$ cat config.mk
export PLATFORM = sky130hd
export DESIGN_NAME = program_counter_unit_flat
export DESIGN_NICKNAME = d
export VERILOG_FILES = /design/src/rtl/program_counter_unit_if.sv /design/src/rtl/program_counter_unit.sv /design/src/flat_wrapper.sv
export SDC_FILE = /design/constraint.sdc
export NUM_CORES = 1
export LEC_CHECK = 0
export ABC_AREA = 1
export BUFFER_PORTS_ARGS = -buffer_cell sky130_fd_sc_hd__buf_2
export CELL_PAD_IN_SITES_DETAIL_PLACEMENT = 1
export CELL_PAD_IN_SITES_GLOBAL_PLACEMENT = 1
export CORE_MARGIN = 3
export CORE_UTILIZATION = 40
export CTS_CLUSTER_DIAMETER = 120
export DETAILED_ROUTE_END_ITERATION = 8
export GPL_TIMING_DRIVEN = 0
export PLACE_DENSITY = 0.85
export SLEW_MARGIN = 0
export SYNTH_ARGS = -nofsm -noshare
export SYNTH_HDL_FRONTEND = slang
export SYNTH_SLANG_ARGS = --single-unit
export TNS_END_PERCENT = 100
$ cat constraint.sdc
create_clock -name clk -period 3.6 [get_ports clk]
set_input_delay 0.18 -clock clk [delete_from_list [all_inputs] [get_ports clk]]
set_output_delay 0.18 -clock clk [all_outputs]
set_load 0.05 [all_outputs]
$ cat src/rtl/program_counter_unit_if.sv
// Bundle between the decoder/ALU and the program-counter unit.
// The decoder side drives the control/operand fields; the PC unit drives the fetch/trap state back.
interface program_counter_unit_if #(
  parameter int ADDR_W  = 32,
  parameter int CAUSE_W = 4,
  parameter int COUNT_W = 32
) ();
  logic [2:0]         op;
  logic               advance;
  logic               branch_taken;
  logic [ADDR_W-1:0]  rs1;
  logic [ADDR_W-1:0]  imm_i;
  logic [ADDR_W-1:0]  imm_b;
  logic [ADDR_W-1:0]  imm_j;
  logic               trap_req;
  logic [CAUSE_W-1:0] trap_cause;

  logic [ADDR_W-1:0]  pc;
  logic               pc_valid;
  logic [ADDR_W-1:0]  link_pc;
  logic [ADDR_W-1:0]  epc;
  logic [ADDR_W-1:0]  tval;
  logic [CAUSE_W-1:0] cause;
  logic               trap_taken;
  logic [COUNT_W-1:0] instret;

  modport master (
    output op, advance, branch_taken, rs1, imm_i, imm_b, imm_j, trap_req, trap_cause,
    input  pc, pc_valid, link_pc, epc, tval, cause, trap_taken, instret
  );

  modport slave (
    input  op, advance, branch_taken, rs1, imm_i, imm_b, imm_j, trap_req, trap_cause,
    output pc, pc_valid, link_pc, epc, tval, cause, trap_taken, instret
  );
endinterface

$ cat src/rtl/program_counter_unit.sv
// Architectural PC for the mincore fetch stage: next-PC selection, trap entry,
// misaligned-target detection, exception state and retired-instruction count.
module program_counter_unit #(
  parameter int                  ADDR_W         = 32,
  parameter logic [ADDR_W-1:0]   RESET_PC       = {ADDR_W{1'b0}},
  parameter logic [ADDR_W-1:0]   TRAP_VEC       = ADDR_W'(32'h0000_0100),
  parameter int                  IALIGN         = 4,
  parameter int                  CAUSE_W        = 4,
  parameter logic [CAUSE_W-1:0]  MISALIGN_CAUSE = {CAUSE_W{1'b0}},
  parameter int                  COUNT_W        = 32
) (
  input  logic                   clk,
  input  logic                   rst,
  program_counter_unit_if.slave  bus
);

  localparam logic [2:0] PC_OP_NEXT   = 3'd0;
  localparam logic [2:0] PC_OP_JAL    = 3'd1;
  localparam logic [2:0] PC_OP_JALR   = 3'd2;
  localparam logic [2:0] PC_OP_BRANCH = 3'd3;
  localparam logic [2:0] PC_OP_TRAP   = 3'd4;
  localparam logic [2:0] PC_OP_MRET   = 3'd5;

  localparam logic [ADDR_W-1:0]  INC       = ADDR_W'(IALIGN);
  localparam logic [ADDR_W-1:0]  ZERO_ADDR = {ADDR_W{1'b0}};
  localparam logic [ADDR_W-1:0]  BIT0_CLR  = {{(ADDR_W-1){1'b1}}, 1'b0};
  localparam logic [CAUSE_W-1:0] ZERO_CSE  = {CAUSE_W{1'b0}};
  localparam logic [COUNT_W-1:0] ZERO_CNT  = {COUNT_W{1'b0}};
  localparam logic [COUNT_W-1:0] ONE_CNT   = {{(COUNT_W-1){1'b0}}, 1'b1};

  typedef enum logic {BOOT = 1'b0, RUN = 1'b1} state_t;

  state_t               state_r, state_s;
  logic [ADDR_W-1:0]    pc_r, pc_s;
  logic                 valid_r, valid_s;
  logic [ADDR_W-1:0]    epc_r, epc_s;
  logic [ADDR_W-1:0]    tval_r, tval_s;
  logic [CAUSE_W-1:0]   cause_r, cause_s;
  logic                 trap_r, trap_s;
  logic [COUNT_W-1:0]   instret_r, instret_s;
  logic [ADDR_W-1:0]    target_s;
  logic                 check_s;
  logic                 misaligned_s;

  // Halfword targets are legal when compressed instructions are enabled.
  function automatic logic is_misaligned(input logic [ADDR_W-1:0] t);
    return (IALIGN == 2) ? t[0] : (t[1:0] != 2'b00);
  endfunction

  // State and architectural registers; reset wins over everything.
  always_ff @(posedge clk) begin
    if (rst) begin
      state_r   <= BOOT;
      pc_r      <= RESET_PC;
      valid_r   <= 1'b0;
      epc_r     <= ZERO_ADDR;
      tval_r    <= ZERO_ADDR;
      cause_r   <= ZERO_CSE;
      trap_r    <= 1'b0;
      instret_r <= ZERO_CNT;
    end else begin
      state_r   <= state_s;
      pc_r      <= pc_s;
      valid_r   <= valid_s;
      epc_r     <= epc_s;
      tval_r    <= tval_s;
      cause_r   <= cause_s;
      trap_r    <= trap_s;
      instret_r <= instret_s;
    end
  end

  // Candidate target, misalignment check, and next-state selection.
  always_comb begin
    state_s   = state_r;
    pc_s      = pc_r;
    valid_s   = valid_r;
    epc_s     = epc_r;
    tval_s    = tval_r;
    cause_s   = cause_r;
    trap_s    = 1'b0;
    instret_s = instret_r;
    target_s  = pc_r + INC;

    case (bus.op)
      PC_OP_NEXT:   target_s = pc_r + INC;
      PC_OP_JAL:    target_s = pc_r + bus.imm_j;
      PC_OP_JALR:   target_s = (bus.rs1 + bus.imm_i) & BIT0_CLR;
      PC_OP_BRANCH: target_s = bus.branch_taken ? (pc_r + bus.imm_b) : (pc_r + INC);
      PC_OP_MRET:   target_s = epc_r;
      default:      target_s = pc_r + INC;
    endcase

    // MRET returns to whatever epc holds, so it is not alignment-checked.
    check_s      = (bus.op == PC_OP_JAL) || (bus.op == PC_OP_JALR) ||
                   ((bus.op == PC_OP_BRANCH) && bus.branch_taken);
    misaligned_s = check_s && is_misaligned(target_s);

    case (state_r)
      BOOT: begin
        state_s = RUN;
        valid_s = 1'b1;
      end
      RUN: begin
        if (bus.advance) begin
          if (bus.trap_req || (bus.op == PC_OP_TRAP)) begin
            pc_s    = TRAP_VEC;
            epc_s   = pc_r;
            cause_s = bus.trap_cause;
            tval_s  = ZERO_ADDR;
            trap_s  = 1'b1;
          end else if (misaligned_s) begin
            pc_s    = TRAP_VEC;
            epc_s   = pc_r;
            cause_s = MISALIGN_CAUSE;
            tval_s  = target_s;
            trap_s  = 1'b1;
          end else begin
            pc_s      = target_s;
            instret_s = instret_r + ONE_CNT;
          end
        end else begin
          trap_s = 1'b0;
        end
      end
      default: begin
        state_s = BOOT;
        valid_s = 1'b0;
      end
    endcase
  end

  assign bus.pc         = pc_r;
  assign bus.pc_valid   = valid_r;
  assign bus.link_pc    = pc_r + INC;
  assign bus.epc        = epc_r;
  assign bus.tval       = tval_r;
  assign bus.cause      = cause_r;
  assign bus.trap_taken = trap_r;
  assign bus.instret    = instret_r;

endmodule
$ cat src/flat_wrapper.sv
// flat-port wrapper written by rule: the top's interface ports become plain ports
module program_counter_unit_flat 
#(
  parameter int                  ADDR_W         = 32,
  parameter logic [ADDR_W-1:0]   RESET_PC       = {ADDR_W{1'b0}},
  parameter logic [ADDR_W-1:0]   TRAP_VEC       = ADDR_W'(32'h0000_0100),
  parameter int                  IALIGN         = 4,
  parameter int                  CAUSE_W        = 4,
  parameter logic [CAUSE_W-1:0]  MISALIGN_CAUSE = {CAUSE_W{1'b0}},
  parameter int                  COUNT_W        = 32
)
  (clk, rst, bus_op, bus_advance, bus_branch_taken, bus_rs1, bus_imm_i, bus_imm_b, bus_imm_j, bus_trap_req, bus_trap_cause, bus_pc, bus_pc_valid, bus_link_pc, bus_epc, bus_tval, bus_cause, bus_trap_taken, bus_instret);
  program_counter_unit_if #(.ADDR_W(ADDR_W), .CAUSE_W(CAUSE_W), .COUNT_W(COUNT_W)) bus_i ();
  input  logic clk;
  input  logic rst;
  input wire logic [$bits(bus_i.op)-1:0] bus_op;
  input wire logic [$bits(bus_i.advance)-1:0] bus_advance;
  input wire logic [$bits(bus_i.branch_taken)-1:0] bus_branch_taken;
  input wire logic [$bits(bus_i.rs1)-1:0] bus_rs1;
  input wire logic [$bits(bus_i.imm_i)-1:0] bus_imm_i;
  input wire logic [$bits(bus_i.imm_b)-1:0] bus_imm_b;
  input wire logic [$bits(bus_i.imm_j)-1:0] bus_imm_j;
  input wire logic [$bits(bus_i.trap_req)-1:0] bus_trap_req;
  input wire logic [$bits(bus_i.trap_cause)-1:0] bus_trap_cause;
  output wire logic [$bits(bus_i.pc)-1:0] bus_pc;
  output wire logic [$bits(bus_i.pc_valid)-1:0] bus_pc_valid;
  output wire logic [$bits(bus_i.link_pc)-1:0] bus_link_pc;
  output wire logic [$bits(bus_i.epc)-1:0] bus_epc;
  output wire logic [$bits(bus_i.tval)-1:0] bus_tval;
  output wire logic [$bits(bus_i.cause)-1:0] bus_cause;
  output wire logic [$bits(bus_i.trap_taken)-1:0] bus_trap_taken;
  output wire logic [$bits(bus_i.instret)-1:0] bus_instret;
  assign bus_i.op = bus_op;
  assign bus_i.advance = bus_advance;
  assign bus_i.branch_taken = bus_branch_taken;
  assign bus_i.rs1 = bus_rs1;
  assign bus_i.imm_i = bus_imm_i;
  assign bus_i.imm_b = bus_imm_b;
  assign bus_i.imm_j = bus_imm_j;
  assign bus_i.trap_req = bus_trap_req;
  assign bus_i.trap_cause = bus_trap_cause;
  assign bus_pc = bus_i.pc;
  assign bus_pc_valid = bus_i.pc_valid;
  assign bus_link_pc = bus_i.link_pc;
  assign bus_epc = bus_i.epc;
  assign bus_tval = bus_i.tval;
  assign bus_cause = bus_i.cause;
  assign bus_trap_taken = bus_i.trap_taken;
  assign bus_instret = bus_i.instret;
  program_counter_unit #(.ADDR_W(ADDR_W), .RESET_PC(RESET_PC), .TRAP_VEC(TRAP_VEC), .IALIGN(IALIGN), .CAUSE_W(CAUSE_W), .MISALIGN_CAUSE(MISALIGN_CAUSE), .COUNT_W(COUNT_W)) u_core (.clk(clk), .rst(rst), .bus(bus_i));
endmodule
Word-level counts from Yosys, hierarchy flattened. Index checks and enable logic that the tools add are counted.

Register bits after elaboration: 135. Bits of input ports: 140. Output and inout port bits: 166. Word-level logic and storage cells: 46.

Add/sub/neg operators: 5. Equality and inequality tests: 5. Multiplexer cells: 13. Bitwise gates (word level): 4. Reduce and logical (&&, ||, !) cells: 11.

Operator list (number): $mux 32 (7); $pmux 32 s4 (1); $add 32x32->32 (3); $add 32x1->32 const B (1); $add 32x3->32 const B (1); $mux 4 (2); $eq 3x2->1 const B (2); $eq 3x3->1 const B (2); $not 1->1 (4); $reduce_and 4->1 (1); $reduce_bool 2->1 (2); $eq 3x1->1 const B (1); $logic_or 1x1->1 (3); $mux 1 (3); $reduce_and 3->1 (1); $reduce_or 3->1 (1); $logic_and 1x1->1 (2); $reduce_and 2->1 (1).

Longest topological paths before layout.
Depth after elaboration: 7. Mapped depth: 18. Depth with buffers taken out: 18.

Least setup slack after synthesis. No wires, ideal clock.

Path type: register -> register. Start point: reg u_core.pc_r[2] (netlist: u_core.bus.pc[2]). End point: reg u_core.tval_r[22] (netlist: u_core.bus.tval[22]). Setup time: 70 ps. Arrival time: 3069 ps. Data required time: 3530 ps. Path slack: 461 ps. Stages on the path, launching flop included: 12. Buffers on the path: 0. Clock period less this slack: 3139 ps. Path through: dfxtp_1 ha_1 nand3_1 nor3_2 inv_1 nor2_1 nand3_1 xnor2_1 nand2_1 nand3_1 nand2_1 a21oi_1.

Longest elaborated chain between the ends: 5. Elaborated cells between the ends (all ways): 7. Those cells by class: add/sub (3); mux (4).

RTL lines: start, declared (line program_counter_unit.sv:34) `logic [ADDR_W-1:0] pc_r, pc_s;`; start signal, assigned (line program_counter_unit.sv:63) `pc_r <= pc_s;`; $add 32x3->32 *; named net bus_link_pc[22] (line flat_wrapper.sv:27) `output wire logic [$bits(bus_i.link_pc)-1:0] bus_link_pc;`; $mux 32 (line program_counter_unit.sv:89) `PC_OP_BRANCH: target_s = bus.branch_taken ? (pc_r + bus.imm_b) : (pc_r + INC);`; $pmux 32 s4 * (line program_counter_unit.sv:85) `case (bus.op)`; $mux 32 * (line program_counter_unit.sv:112) `end else if (misaligned_s) begin`; $mux 32 * (line program_counter_unit.sv:106) `if (bus.trap_req || (bus.op == PC_OP_TRAP)) begin`; end signal, assigned (line program_counter_unit.sv:66) `tval_r <= tval_s;`; end, declared (line program_counter_unit.sv:37) `logic [ADDR_W-1:0] tval_r, tval_s;`.

Mark *: on every way through the listed nets, which the timed path passes. The rest lies on a longest branch. The select of a mux whose other input is x is not followed. A chain may end at the register's enable or synchronous reset.

Final worst setup path.
Start point: reg u_core.pc_r[3] (netlist: u_core.bus.pc[3]). End point: out bus_link_pc[20].

Longest elaborated chain between the ends: 1.

RTL lines (line): $add 32x3->32; end, declared (flat_wrapper.sv:27).

Every way passes these cells.

==> flow_summary.json <==
{
  "via_count": 18500,
  "synth.yosys.seq_area_share_pct": 19.4,
  "max-slew-margin-rel_pct": 36.2,
  "finalWeightedCongestion": 1.04,
  "worstMarginPinSlew_ns": 0.946,
  "drive_above_1_share_pct": 13.8,
  "wire_length_of_the_first_global_routing_pass_um": 108000,
  "grt_setup_unrepaired": "false",
  "synth-main-ff-cell": "dfxtp_1",
  "vias_per_cell": 5.58,
  "number_of_nets_still_failing_antenna_checks_after_routing": 0,
  "clk_pin_slew_worst_paths_ns": 0.06,
  "numCtsBuffers": 17,
  "synthDistinctLibCells": 47,
  "drt_first_pass_iters": 5,
  "fin_worst_skew_ns": 0.0142,
  "top_level_ports": 306,
  "timing.final.crit_period_ns": 3.50,
  "final_common_cell": "nand2_1",
  "grtUsageTotal_pct": 38.6,
  "criticalPathCategory": "flip-flop to primary output",
  "die_width_um": 193,
  "total_leakage_power_nw": 8.97,
  "chipHeight_um": 193,
  "cts_buffer_depth": 2,
  "number_of_nets_in_the_finished_design": 3087,
  "clock_tree.htree_level_count": 4,
  "antenna-diode-count": 0,
  "synth.ff_latch_count": 135,
  "layout_common_cells": "nand2_1, inv_1, buf_2, nor2_1, a21oi_1",
  "fp.coreArea_mm2": 0.0340,
  "crit_path_cell_trace": "ha_1 > nand3_1 > nor3_4 > nand4_1 > xnor2_1 > buf_2",
  "grt_max_degree": 17,
  "vdd.ir_drop.worst_mv": 0.338,
  "cp-end-kind": "primary output",
  "wl_per_cell_um": 22.0,
  "drcViolationCount": 0,
  "cts_root_buffer": "clkbuf_16",
  "cp-start-kind": "flip-flop",
  "ys_async_sr_fraction_pct": 0,
  "min_path_type": "primary input to flip-flop",
  "tritoncts_num_sinks": 135,
  "kind_of_cell_adding_the_most_delay_to_the_critical_path": "simple AND/OR/NAND/NOR gates",
  "post_cts_hold_buffer_count": 0,
  "grt_pass1_vias": 18600,
  "cap_viol_max_count": 0,
  "critPathRequiredTime_ns": 3.42,
  "synth.avg_cell_area_um2": 5.52,
  "grt_antenna_before_repair": 1,
  "buffer_ports.inserted": 303,
  "synth-edff-count": 0,
  "power_density_mw_per_mm2": 293,
  "fin_worst_hold_slack_ns": 0.00913,
  "die_ar_mm2": 0.0372,
  "route.final.wire_length_um": 72900,
  "clk_latency_ns": 0.44,
  "synthesis.nets": 2765,
  "finalSetupTns_ns": 0,
  "cts_tree": "yes",
  "outcome": "finished, final reports clean",
  "slew_violations": 0,
  "core.rowCount": 67,
  "slowest_stage": "dfxtp_1",
  "area.growth.synth_to_final_pct": 19.5,
  "synth_area_mm2": 0.0140,
  "worst_path_maximum_fanout": 8,
  "start_util_pct": 41.1,
  "final_min_period_over_clock_period_pct": 97.4,
  "hold_viol_final": 0,
  "timing.fmax_mhz": 285,
  "detailed_place_hpwl_um": 59800,
  "synthesis.instances": 2528,
  "timing.critical_path.slowest_cell_delay_ns": 0.74,
  "grt.overflow.total": 0,
  "arrival_ns": 3.32,
  "final_count_of_negative_setup_slack_endpoints": 0,
  "synth.yosys.warnings": 0,
  "timing.critical_path.buf_inv": 1,
  "first_iter_violations": 1437
}
worst min-delay path: cells and delay by family:
kind                   cells  cell delay, ns
buffers and inverters      1            0.10
and+or+nand+nor            1            0.06
AOI/OAI and AO/OA          1            0.06
routing by layer:
| layer | wire length [um] | part of all wire (%) | GRT usage [%] | vias to the layer above |
|---|---|---|---|---|
| li1 | - | - | - | 8654 |
| met1 | 30300 | 42 | 49.0 | 8771 |
| met2 | 32600 | 45 | 63.3 | 841 |
| met3 | 6180 | 8.5 | 6.76 | 206 |
| met4 | 3830 | 5.3 | 18.2 | 2 |
| met5 | 12 | 0.016 | 0 | - |
worst paths after layout:
kind / cells after the start / slack, ns / start / endpoint
max reg2reg: 17 / 0.14 / u_core.bus.pc[0]$_SDFFE_PP0P_ / u_core.bus.pc[12]$_SDFFE_PP0P_
min: 3 / 0.009 / bus_trap_cause[3] / u_core.bus.cause[3]$_SDFFE_PP0P_
max: 6 / 0.1 / u_core.bus.pc[3]$_SDFFE_PP0P_ / bus_link_pc[20]
min reg2reg: 1 / 0.44 / u_core.state_r$_DFF_P_ / u_core.bus.pc_valid$_SDFFE_PP0N_
through the flow:
stage | setup slack [ns] | power, mW | utilization [%] | instance area, um^2 | std cells
6_report | 0.0950 | 4.89 | 49.2 | 16700 | 3311
4_1_cts | 0.132 | 4.86 | 49.1 | 16700 | 3311
2_1_floorplan | 0.461 | 2.42 | - | 14000 | 2528
3_5_place_dp | 0.343 | 2.90 | 47.2 | 16000 | 3279
5_1_grt | 0.0862 | 5.07 | 49.2 | 16700 | 3311
3_3_place_gp | 0.473 | 2.87 | 47.2 | 16000 | 3279
flip-flops by register name, summed over array words and instances, names as in the netlist:
signal and cells:
u_core.bus.pc 32, u_core.bus.cause 4, u_core.bus.epc 32, u_core.bus.trap_taken 1, u_core.bus.instret 32, u_core.state_r 1
u_core.bus.tval 32, u_core.bus.pc_valid 1
cell type report:
cell class,count,area [um^2]
Buffer,60,284
Clock buffer,19,453
Clock inverter,13,190
Fill cell,5031,17300
Inverter,364,1370
Multi-Input combinational cell,1969,9620
Sequential cell,135,2700
Tap cell,448,561
Timing Repair Buffer,303,1520
report_power, final:
part / leakage (nW) / switching (mW) / internal (mW)
clock network: 0.315 / 0.774 / 1.21
registers: 1.09 / 0.0651 / 1.53
logic: 7.56 / 0.942 / 0.376
total: 8.97 / 1.78 / 3.11
cells in the mapped netlist (5+ instances only):
master | number | area share (%)
inv_2 | 6 | 0.16
o21ai_0 | 85 | 3.0
dfxtp_1 | 135 | 19
nor2_1 | 259 | 7.0
nor4_1 | 9 | 0.40
clkbuf_1 | 29 | 0.78
a21o_1 | 5 | 0.27
nand3b_1 | 10 | 0.54
ha_1 | 94 | 8.4
inv_1 | 356 | 9.6
nand4_1 | 28 | 1.3
o21ai_1 | 5 | 0.18
o21bai_1 | 16 | 0.86
xor2_1 | 41 | 2.6
buf_2 | 22 | 0.79
nand3_1 | 162 | 5.8
a21oi_1 | 213 | 7.6
xnor2_1 | 21 | 1.3
or2_2 | 9 | 0.40
nand2_1 | 927 | 25
nor3_1 | 41 | 1.5
what timing repair did:
action / in CTS / in global routing
endpoints found under the setup margin: 0 / 1
resized for setup: 0 / 1
setup buffers: 0 / 0
kinds of logic after synthesis:
| logic type | synth area share, % |
|---|---|
| AOI/OAI and AO/OA | 12.9 |
| xor gates and xnor gates | 3.89 |
| adders and majority gates | 8.85 |
| buffers and inverters | 11.8 |
| DFF | 19.4 |
| and+or+nand+nor | 43.2 |
Note: power is estimated with default switching activity, not from simulation.
